<file path="src/rtl/instr_sequencer.sv">
// Multi-cycle FETCH/DECODE/EXEC/MEM/WB phase sequencer for the KGP-RISC datapath.
// Optional feature macro INSTR_SEQ_PERF_EN adds perf_retired/perf_stall counters.
module instr_sequencer #(
  parameter int MEM_TIMEOUT = 16,
  parameter int STATE_W     = 3
) (
  input  logic               clk,
  input  logic               rst_n,
  input  logic               run,
  input  logic               mem_read,
  input  logic               mem_write,
  input  logic               reg_write,
  input  logic               branch,
  input  logic               push,
  input  logic               pop,
  input  logic               branch_taken,
  input  logic               imem_ready,
  input  logic               dmem_ready,
  output logic               imem_req,
  output logic               ir_load,
  output logic               dmem_req,
  output logic               dmem_we,
  output logic               reg_we,
  output logic               pc_we,
  output logic               pc_sel_branch,
  output logic               sp_dec,
  output logic               sp_inc,
  output logic               busy,
  output logic               err,
  output logic               retired,
`ifdef INSTR_SEQ_PERF_EN
  output logic [31:0]        perf_retired,
  output logic [31:0]        perf_stall,
`endif
  output logic [STATE_W-1:0] state
);

  typedef enum logic [2:0] {
    S_IDLE   = 3'd0,
    S_FETCH  = 3'd1,
    S_DECODE = 3'd2,
    S_EXEC   = 3'd3,
    S_MEM    = 3'd4,
    S_WB     = 3'd5,
    S_ERROR  = 3'd7
  } state_t;

  typedef struct packed {
    logic mem_read;
    logic mem_write;
    logic reg_write;
    logic branch;
    logic push;
    logic pop;
  } ctrl_t;

  localparam int CNT_W = (MEM_TIMEOUT > 1) ? $clog2(MEM_TIMEOUT) : 1;
  localparam logic [CNT_W-1:0] TMO_LAST = CNT_W'((MEM_TIMEOUT > 0) ? MEM_TIMEOUT - 1 : 0);

  state_t           state_q, state_d;
  ctrl_t            ctrl_q, ctrl_in;
  logic             take_br_q;
  logic [CNT_W-1:0] tmo_cnt_q;
  logic             waiting, timeout_hit, illegal, needs_mem;

  assign ctrl_in     = {mem_read, mem_write, reg_write, branch, push, pop};
  assign waiting     = (state_q == S_FETCH && !imem_ready) || (state_q == S_MEM && !dmem_ready);
  assign timeout_hit = (MEM_TIMEOUT != 0) && waiting && (tmo_cnt_q == TMO_LAST);
  // Checked on the live decode bus: these are exactly the values latched at this edge.
  assign illegal     = (push && pop) || (mem_read && mem_write);
  assign needs_mem   = ctrl_q.mem_read | ctrl_q.mem_write | ctrl_q.push | ctrl_q.pop;

  // NOTE: sequential state uses non-blocking assignments so every register
  // samples pre-edge values regardless of statement order.
  always_ff @(posedge clk or negedge rst_n) begin
    if (!rst_n) begin
      state_q   <= S_IDLE;
      ctrl_q    <= '0;
      take_br_q <= 1'b0;
      tmo_cnt_q <= '0;
    end else begin
      state_q <= state_d;
      if (state_q == S_DECODE) ctrl_q <= ctrl_in;
      if (state_q == S_EXEC) take_br_q <= ctrl_q.branch & branch_taken;
      // Only FETCH/MEM can wait, and both are entered from non-waiting states,
      // so clearing whenever we are not waiting is the same as clearing on entry.
      tmo_cnt_q <= waiting ? tmo_cnt_q + CNT_W'(1) : '0;
    end
  end

  // NOTE: every output and state_d gets a default before the case statement,
  // so no path through this block can leave a value unassigned (no latches).
  always_comb begin
    state_d       = state_q;
    imem_req      = 1'b0;
    ir_load       = 1'b0;
    dmem_req      = 1'b0;
    dmem_we       = 1'b0;
    reg_we        = 1'b0;
    pc_we         = 1'b0;
    pc_sel_branch = 1'b0;
    sp_dec        = 1'b0;
    sp_inc        = 1'b0;
    retired       = 1'b0;

    unique case (state_q)
      S_IDLE: begin
        if (run) state_d = S_FETCH;
      end
      S_FETCH: begin
        imem_req = 1'b1;
        if (imem_ready) begin
          ir_load = 1'b1;
          state_d = S_DECODE;
        end else if (timeout_hit) begin
          state_d = S_ERROR;
        end
      end
      S_DECODE: begin
        state_d = illegal ? S_ERROR : S_EXEC;
      end
      S_EXEC: begin
        sp_dec  = ctrl_q.push;
        state_d = needs_mem ? S_MEM : S_WB;
      end
      S_MEM: begin
        dmem_req = 1'b1;
        dmem_we  = ctrl_q.mem_write | ctrl_q.push;
        if (dmem_ready) state_d = S_WB;
        else if (timeout_hit) state_d = S_ERROR;
      end
      S_WB: begin
        reg_we        = ctrl_q.reg_write;
        sp_inc        = ctrl_q.pop;
        pc_we         = 1'b1;
        pc_sel_branch = take_br_q;
        retired       = 1'b1;
        state_d       = run ? S_FETCH : S_IDLE;
      end
      S_ERROR: begin
        state_d = S_ERROR;
      end
      default: begin
        state_d = S_ERROR;
      end
    endcase
  end

  assign busy  = (state_q != S_IDLE) && (state_q != S_ERROR);
  assign err   = (state_q == S_ERROR);
  assign state = STATE_W'(state_q);

`ifdef INSTR_SEQ_PERF_EN
  always_ff @(posedge clk or negedge rst_n) begin
    if (!rst_n) begin
      perf_retired <= '0;
      perf_stall   <= '0;
    end else if (state_q != S_ERROR) begin
      if (retired) perf_retired <= perf_retired + 32'd1;
      if (waiting) perf_stall   <= perf_stall + 32'd1;
    end
  end
`endif

endmodule
</file>
<file path="config.mk">
export PLATFORM = sky130hd
export DESIGN_NAME = instr_sequencer
export DESIGN_NICKNAME = d
export VERILOG_FILES = /design/src/rtl/instr_sequencer.sv
export SDC_FILE = /design/constraint.sdc
export NUM_CORES = 1
export LEC_CHECK = 0
export ABC_AREA = 0
export BUFFER_PORTS_ARGS = -buffer_cell sky130_fd_sc_hd__buf_2
export CAP_MARGIN = 5
export CORE_UTILIZATION = 46
export DETAILED_ROUTE_END_ITERATION = 10
export GPL_TIMING_DRIVEN = 1
export PLACE_DENSITY = 0.83
export SLEW_MARGIN = 20
export SYNTH_ARGS = -nofsm -noshare
export SYNTH_HDL_FRONTEND = slang
export SYNTH_SLANG_ARGS = --single-unit
</file>
<file path="constraint.sdc">
create_clock -name clk -period 1.5 [get_ports clk]
set_input_delay 0 -clock clk [delete_from_list [all_inputs] [get_ports clk]]
set_output_delay 0 -clock clk [all_outputs]
set_load 0.05 [all_outputs]
</file>
Word level (Yosys, flattened, before mapping)

Cells that the tools add are included.
Widths: inputs -> output; s select.

Register bits after elaboration: 14
Output and inout bits: 15

$add $sub $neg: 1
Equality and inequality tests: 9
Multiplexer cells: 19
Bitwise operators: 5
Reduce and logical (&&, ||, !) cells: 12

Operators by type and width:

| kind                | count |
|---|---|
| $pmux 3 s6          | 1 |
| $mux 3              | 5 |
| $mux 1              | 12 |
| $eq 3x3->1 const B  | 3 |
| $eq 3x2->1 const B  | 2 |
| $logic_and 1x1->1   | 6 |
| $add 4x1->4 const B | 1 |
| $eq 4x4->1 const B  | 1 |
| $mux 4              | 1 |
| $or 1x1->1          | 4 |
| $eq 3x1->1 const B  | 1 |
| $logic_not 3->1     | 1 |
| $ne 3x3->1 const B  | 1 |
| $reduce_bool 3->1   | 1 |
| $logic_not 1->1     | 2 |
| $logic_or 1x1->1    | 2 |
| $ne 2x2->1 const B  | 1 |
| $and 1x1->1         | 1 |

Logic depth before layout (Yosys ltp)

Gate-level depths: netlist (run 1).

Word-level depth: 7
Mapped depth: 4

Least setup slack after synthesis (run 1)

No wires, ideal clock.

Path kind: register to output
From: register state_q[2] (netlist: state[2])
To: output port pc_sel_branch
Data arrival time: 2.180 ns
Required time: 1.500 ns
Setup slack: -0.680 ns
Stages on the path, launching flop included: 4
Path buffers: 0
Cells stage by stage: dfrtp_1 -> nand2_1 -> nor2_1 -> and2_1

Longest elaborated chain between the ends: 2

Ends and longest elaborated chain:

| item                     | line | text |
|---|---|---|
| start: declaration       | 60   | `state_t state_q, state_d;` |
| start signal: assignment | 82   | `state_q <= state_d;` |
| $eq 3x3->1               | 106  | `unique case (state_q)` |
| $mux 1                   | 106  |  |
| end: declaration         | 25   | `output logic pc_sel_branch,` |

No other way between the ends.

Worst setup path in the final report (run 1)

From: register state_q[1] (netlist: state[1])
To: output port busy

Longest elaborated chain between the ends: 2
Elaborated cells between the ends (all ways): 3
Those cells by class: 1 x eq/ne; 2 x reduce/logical

Ends and longest elaborated chain:

| item                                            | line | text |
|---|---|---|
| $ne 3x3->1 or $reduce_bool 3->1 (tied branches) | 149  | `assign busy = (state_q != S_IDLE) && (state_q != S_ERROR);` |
| $logic_and 1x1->1 (*)                           | 149  |  |
| end: declaration                                | 28   | `output logic busy,` |

Every way passes the cells marked *; elsewhere a longest branch is shown, timed or not.

==> out/qor.txt, run 1 <==
Initial antenna violation count: 0
Mean area per synthesized cell: 10.5 um^2
Routability cong.: 0.781
Min-delay src: dmem_ready
Final Setup Violations: 0
Cells along the critical path: buf_4 > nor3_1 > nor2_4 > buf_2
Worst-margin pin slew: 0.355 ns
Antenna Cells: 0
Worst Hold End: state[0]$_DFFE_PN0P_
Yosys warns: 0
Finished Layout Cells: 119
Fillers: 100
Sequential element share of the synthesized area: 50.0%
Inserted Clock Buffers: 3
Via density: 5.42
RSZ-0062 raised after global routing: yes
Share of layout cells above drive strength 1: 51.9%
Comb power frac: 60.2%
#FFs+latches synth: 14
Synth Net Count: 80
Rel. slew slack: 76.2%
First-pass GRT wire length: 2370 um
Max-Cap Viols: 0
Worst hold-check path type: primary input to register
Multi-input logic area: 388 um^2
Clk pin slew, worst setup/hold paths: 0.09 ns
Switching Fraction: 52.7%
Most frequent cell after synthesis: dfrtp_1
Vias in the first global route: 532
Layout area overhead: 45.4%
Power Density: 2240 nW/um^2
Final setup margin: 0.0186 ns
Clk Latency, worst-skew pair: 0.28 ns
Worst path max stage delay: 0.41 ns
Root Driver: clkbuf_4
Via count: 645
Distinct cells, synth: 27
Clock Tree Buf Depth: 2
Pre-antenna DRT Iters: 4
Hold violation count in the final report: 0
Crit Reg-Reg Endpoint: ctrl_q[5]$_DFFE_PN0P_
Crit path max fanout: 12
Prevailing post-synth register cell: dfrtp_1
Average wire per standard cell: 13.7 um
Clk_skew: 0.00877 ns
Max Slew Vio Count: 0
Gate Count Post-Synth: 67
Outcome: complete, no violations
Drt drc: 0
Final core occ: 74.5%
CTS HTree Levels: 1
Largest net degree at the start of global routing: 15
CP Class: register to output port
DIE AREA: 1680 um^2
Nets: 118
Dpl cells: 107
CTS Sinks: 14
CTS tree: yes
Cell Int Power: 0.00108 W
CP max stage cell: dfrtp_2
Yosys top cell area share: 50.0%
Total net switching power: 0.00120 W
Die Span Y: 41.0 um
Port Buffer Count: 26
FP Rows: 13
Post-DP HPWL: 1140 um
IO Pins: 27
Iteration-0 DRC Markers: 12
EDFF count, synth: 0
Synth Cell Area: 701 um^2
Post CTS Setup Buffer Count: 0
R2R depth: 2
Commonest cells in the netlist: dfrtp_1 (14), nor2_1 (11), mux2_2 (6)
Worst path required time: 1.50 ns
Overflow after GRT: 0
Width of the chip: 41.0 um
Leading area contributor after synthesis: dfrtp_1
ANT nets after route: 0
Clock Power Share: 9.7%
Critical Path Sink Type: output port
Total Power: 0.00228 W
Seq pwr share: 30.1%
Total routed wirelength: 1630 um
CP Launch Type: register
Leakage: 0.489 nW
Total core area: 1370 um^2
Critical register-to-register path startpoint: state[0]$_DFFE_PN0P_
R2R Setup Slk: 0.20 ns
Ys async rst share: 100%
Max Fclk: 675 MHz
Hold depth: 3
Gr usage total: 23.0%
Storage element area: 354 um^2
Peak VDD IR: 1.52 mV
Starting Density: 51.3%
Data arrival, critical path: 1.48 ns
Hold_ws: 0.0740 ns
Synth top area cells: dfrtp_1 (50%), mux2_2 (9.6%), nor2_1 (5.9%)
Pre-CTS WS: 0.214 ns
Tcrit/Tclk final: 98.8%
Final worst path period need: 1.48 ns
layout make-up:
type	count	share of cell area (%)
flip-flops and latches	14	34.8
clock buffers	4	2.58
repair buffers	35	22.4
multi-input cells	50	38.1
well taps	15	1.84
inverters	1	0.369
cell usage in the layout (no fill, tap or decap), drive strengths merged:
cell,instances
buf,24
dfrtp,14
nor2,11
dlygate4sd3,8
clkbuf,7
mux2,6
o21ai,4
nand2,3
nand2b,3
and2,3
and3,3
nor3,3
nand3,2
inv,1
o22ai,1
xnor2,1
xor2,1
nor2b,1
nand4,1
a21oi,1
o21a,1
a31oi,1
o2bb2ai,1
a221oi,1
o31a,1
ha,1
through the flow:
step	cell area, um^2	TNS [ns]
final	1020	0
after global routing	1020	-0.0617
after CTS	1000	0
after detailed placement	895	0
after global placement	895	0
after floorplan	751	0
logic make-up (layout without fill, tap and decap cells):
| logic type | after synthesis | count (layout) | share of synthesized area [%] |
|---|---|---|---|
| simple gates | 30 | 30 | 22.9 |
| flops | 14 | 14 | 50.0 |
| buf+inv | 3 | 40 | 2.14 |
| xor+xnor | 2 | 2 | 2.50 |
| compound gates | 11 | 11 | 11.1 |
| mux | 6 | 6 | 9.64 |
| fa+ha+maj | 1 | 1 | 1.79 |
critical path: cells and delay by family (launching register included):
family	cells	cell delay [ns]
DFF	1	0.41
buffers and inverters	2	0.40
and+or+nand+nor	2	0.38
layer usage:
metal | vias to the layer above | track usage (%) | wire [um]
li1 | 310 | - | -
met1 | 308 | 30.2 | 741
met2 | 25 | 37.1 | 793
met3 | 2 | 6.52 | 78
met4 | 0 | 5.00 | 12
met5 | - | 0 | 0
registers in the layout, indices dropped and copies added (netlist names):
name,cells
ctrl_q,6
state,3
tmo_cnt_q,4
take_br_q,1
worst max path at each step:
stage | startpoint | endpoint | slack (ns) | depth (start not counted)
after floorplan | state[0]$_DFFE_PN0P_ | pc_sel_branch | 0.02 | 3
after global placement | state[0]$_DFFE_PN0P_ | ctrl_q[4]$_DFFE_PN0P_ | 0.25 | 2
after detailed placement | state[0]$_DFFE_PN0P_ | ctrl_q[3]$_DFFE_PN0P_ | 0.21 | 2
after CTS | state[1]$_DFFE_PN0P_ | busy | 0.02 | 4
after global routing | state[1]$_DFFE_PN0P_ | busy | -0.03 | 4
final | state[1]$_DFFE_PN0P_ | busy | 0.02 | 4
timing repair:
| item | 4_1_cts | 5_1_grt |
|---|---|---|
| endpoints found under the hold margin | 21 | 0 |
| resized for setup | 1 | 5 |
| hold buffers | 8 | 0 |
| endpoints found under the setup margin | 1 | 8 |
power groups by stage:
stage               registers, W  logic [W]  clock network, W
floorplan               0.000788   0.000951                 0
global placement        0.000666    0.00131                 0
detailed placement      0.000684    0.00133                 0
CTS                     0.000676    0.00135          0.000220
global route            0.000711    0.00148          0.000240
finish                  0.000689    0.00138          0.000221
(Power assumes the default switching activity.)
==> run 2: changes to the inputs <==
Settings changed: CORE_UTILIZATION 46 to 41, PLACE_DENSITY 0.83 to 0.79, SKIP_CTS_REPAIR_TIMING set to 1.
Clock period 1.5 ns to 1.3 ns, I/O delays scaled along.
==> out/qor.txt, run 2 (synthesized netlist as in run 1, its figures left out) <==
Final setup margin: -0.147 ns (-0.165 ns)
Gr usage total: 20.0% (-3.0 points)
Finished Layout Cells: 130 (+9.2%)
ANT nets after route: 0 (unchanged)
Seq pwr share: 24.3% (-5.8 points)
Average wire per standard cell: 15.6 um (+14%)
Largest register FFs: 6 (unchanged)
Nets: 128 (+8.5%)
Critical Path Sink Type: output port
Antenna Cells: 0 (unchanged)
CP most frequent cell: buf_6
Drt drc: 2 (+2)
CTS Sinks: 14 (unchanged)
Outcome: finished with violations
Vias in the first global route: 634 (+19%)
Largest net degree at the start of global routing: 15 (unchanged)
Total core area: 1560 um^2 (+14%)
Worst hold-check path type: primary input to register
Dpl cells: 114 (+6.5%)
Pre-antenna DRT Iters: 7 (+3)
Cells along the critical path: buf_6 > nor2b_4 > and3_2 > buf_6
Most frequent cells in the layout: buf_2 (14), dfrtp_1 (11), buf_6 (10)
CP Class: register to output port
Max Fclk: 691 MHz
Failing checks: DRC, setup timing
Min-delay src: dmem_ready
Total Power: 0.00327 W (+43%)
Peak VDD IR: 1.30 mV (-15%)
CTS HTree Levels: 1 (unchanged)
Max Slew Vio Count: 0 (unchanged)
Clk Latency, worst-skew pair: 0.29 ns (about the same)
Iteration-0 DRC Markers: 22 (+10)
Final Setup Violations: 15 (+15)
Die Span Y: 43.3 um (+5.6%)
Via density: 5.56 (+2.6%)
R2R depth: 3 (+1)
Comb power frac: 67.5% (+7.3 points)
Rel. slew slack: 78.0% (+1.8 points)
Critical register-to-register path startpoint: state[0]$_DFFE_PN0P_
Hold_ws: 0.0334 ns (-0.0406 ns)
Inserted Clock Buffers: 3 (unchanged)
Max-Cap Viols: 0 (unchanged)
First-pass GRT wire length: 2750 um (+16%)
CP startpoint: state[2]$_DFFE_PN0P_
Post-DP HPWL: 1260 um (+10%)
Crit path max fanout: 5 (-7)
Share of layout cells above drive strength 1: 59.6% (+7.7 points)
Power Density: 2640 nW/um^2 (+18%)
DIE AREA: 1880 um^2 (+12%)
Worst path max stage delay: 0.51 ns (+0.10 ns)
Top reg by flops: ctrl_q
Via count: 723 (+12%)
Routability cong.: 0.779 (-0.29%)
CP Launch Type: register
Hold violation count in the final report: 0 (unchanged)
Hold depth: 3 (unchanged)
Commonest non-fill, non-tap cell in the layout: buf_2
FP Rows: 14 (+1)
Tcrit/Tclk final: 111%
Total net switching power: 0.00158 W (+31%)
CP max stage cell: dfrtp_4
Final worst path period need: 1.45 ns
Root Driver: clkbuf_4
Worst-margin pin slew: 0.330 ns (-0.0247 ns)
Width of the chip: 43.3 um (+5.6%)
Buf/Inv on CP: 2 (unchanged)
Fillers: 84 (-16%)
Crit-path leading delay family: flip-flops
Initial antenna violation count: 0 (unchanged)
Leakage: 0.583 nW (+19%)
Overflow after GRT: 0 (unchanged)
CTS tree: yes
RSZ-0062 raised after global routing: yes
IO Pins: 27 (unchanged)
Total routed wirelength: 2030 um (+25%)
Starting Density: 44.9% (-6.3 points)
Cell Int Power: 0.00169 W (+56%)
Layout area overhead: 77.0%
Clock Tree Buf Depth: 2 (unchanged)
Clk pin slew, worst setup/hold paths: 0.09 ns (about the same)
Switching Fraction: 48.3% (-4.4 points)
Worst path required time: 1.30 ns (-0.20 ns)
Data arrival, critical path: 1.45 ns (-0.03 ns)
Crit path depth: 4 (unchanged)
Clk_skew: 0.00816 ns (-0.000612 ns)
Clock Power Share: 8.2% (-1.5 points)
Port Buffer Count: 26 (unchanged)
[run 2: area by class of cell]
cell class	count	area [um^2]	share of cell area, %
multi-input cells	50	433	34.9
repair buffers	45	398	32.1
flip-flops and latches	14	357	28.8
clock buffers	4	26.3	2.12
well taps	16	20.0	1.61
inverters	1	6.26	0.505
[run 2: worst register-to-register path, stage by stage (launching register included)]
cell and delay, ns:
dfrtp_2 0.46, nor3_4 0.27, buf_6 0.16, mux2_4 0.29
[run 2: routing by layer]
metal | vias to the layer above | routed length [um] | track usage, %
met1 | 358 | 838 | 23.0
met2 | 29 | 1070 | 35.8
met5 | - | 0 | 0
met3 | 5 | 88 | 3.75
met4 | 0 | 31 | 9.38
li1 | 331 | - | -
[run 2: metrics by stage]
| step | setup TNS [ns] | utilization (%) | setup WS (ns) | instance area (um^2) |
|---|---|---|---|---|
| after floorplan | -1.14 | - | -0.111 | 778 |
| after global placement | -0.0489 | 61.7 | -0.0137 | 962 |
| after detailed placement | -0.132 | 61.7 | -0.0364 | 962 |
| after CTS | -2.60 | 63.4 | -0.313 | 988 |
| after global routing | -1.87 | 79.5 | -0.192 | 1240 |
| final | -1.24 | 79.5 | -0.147 | 1240 |
[run 2: power by group through the flow]
stage	Combinational [W]	Clock (W)	Sequential, W
after global placement	0.00170	0	0.000780
after floorplan	0.00116	0	0.000931
after CTS	0.00174	0.000265	0.000780
final	0.00221	0.000267	0.000794
after detailed placement	0.00174	0	0.000789
after global routing	0.00231	0.000289	0.000814
[run 2: final timing paths]
kind	to	slack, ns
worst min-delay path	state[0]$_DFFE_PN0P_	0.03
max in group asynchronous	state[2]$_DFFE_PN0P_	0.90
min in group asynchronous	state[2]$_DFFE_PN0P_	0.13
worst max-delay path	sp_dec	-0.15
worst min register to register	tmo_cnt_q[0]$_DFF_PN0_	0.46
worst max register to register	ctrl_q[5]$_DFFE_PN0P_	-0.01
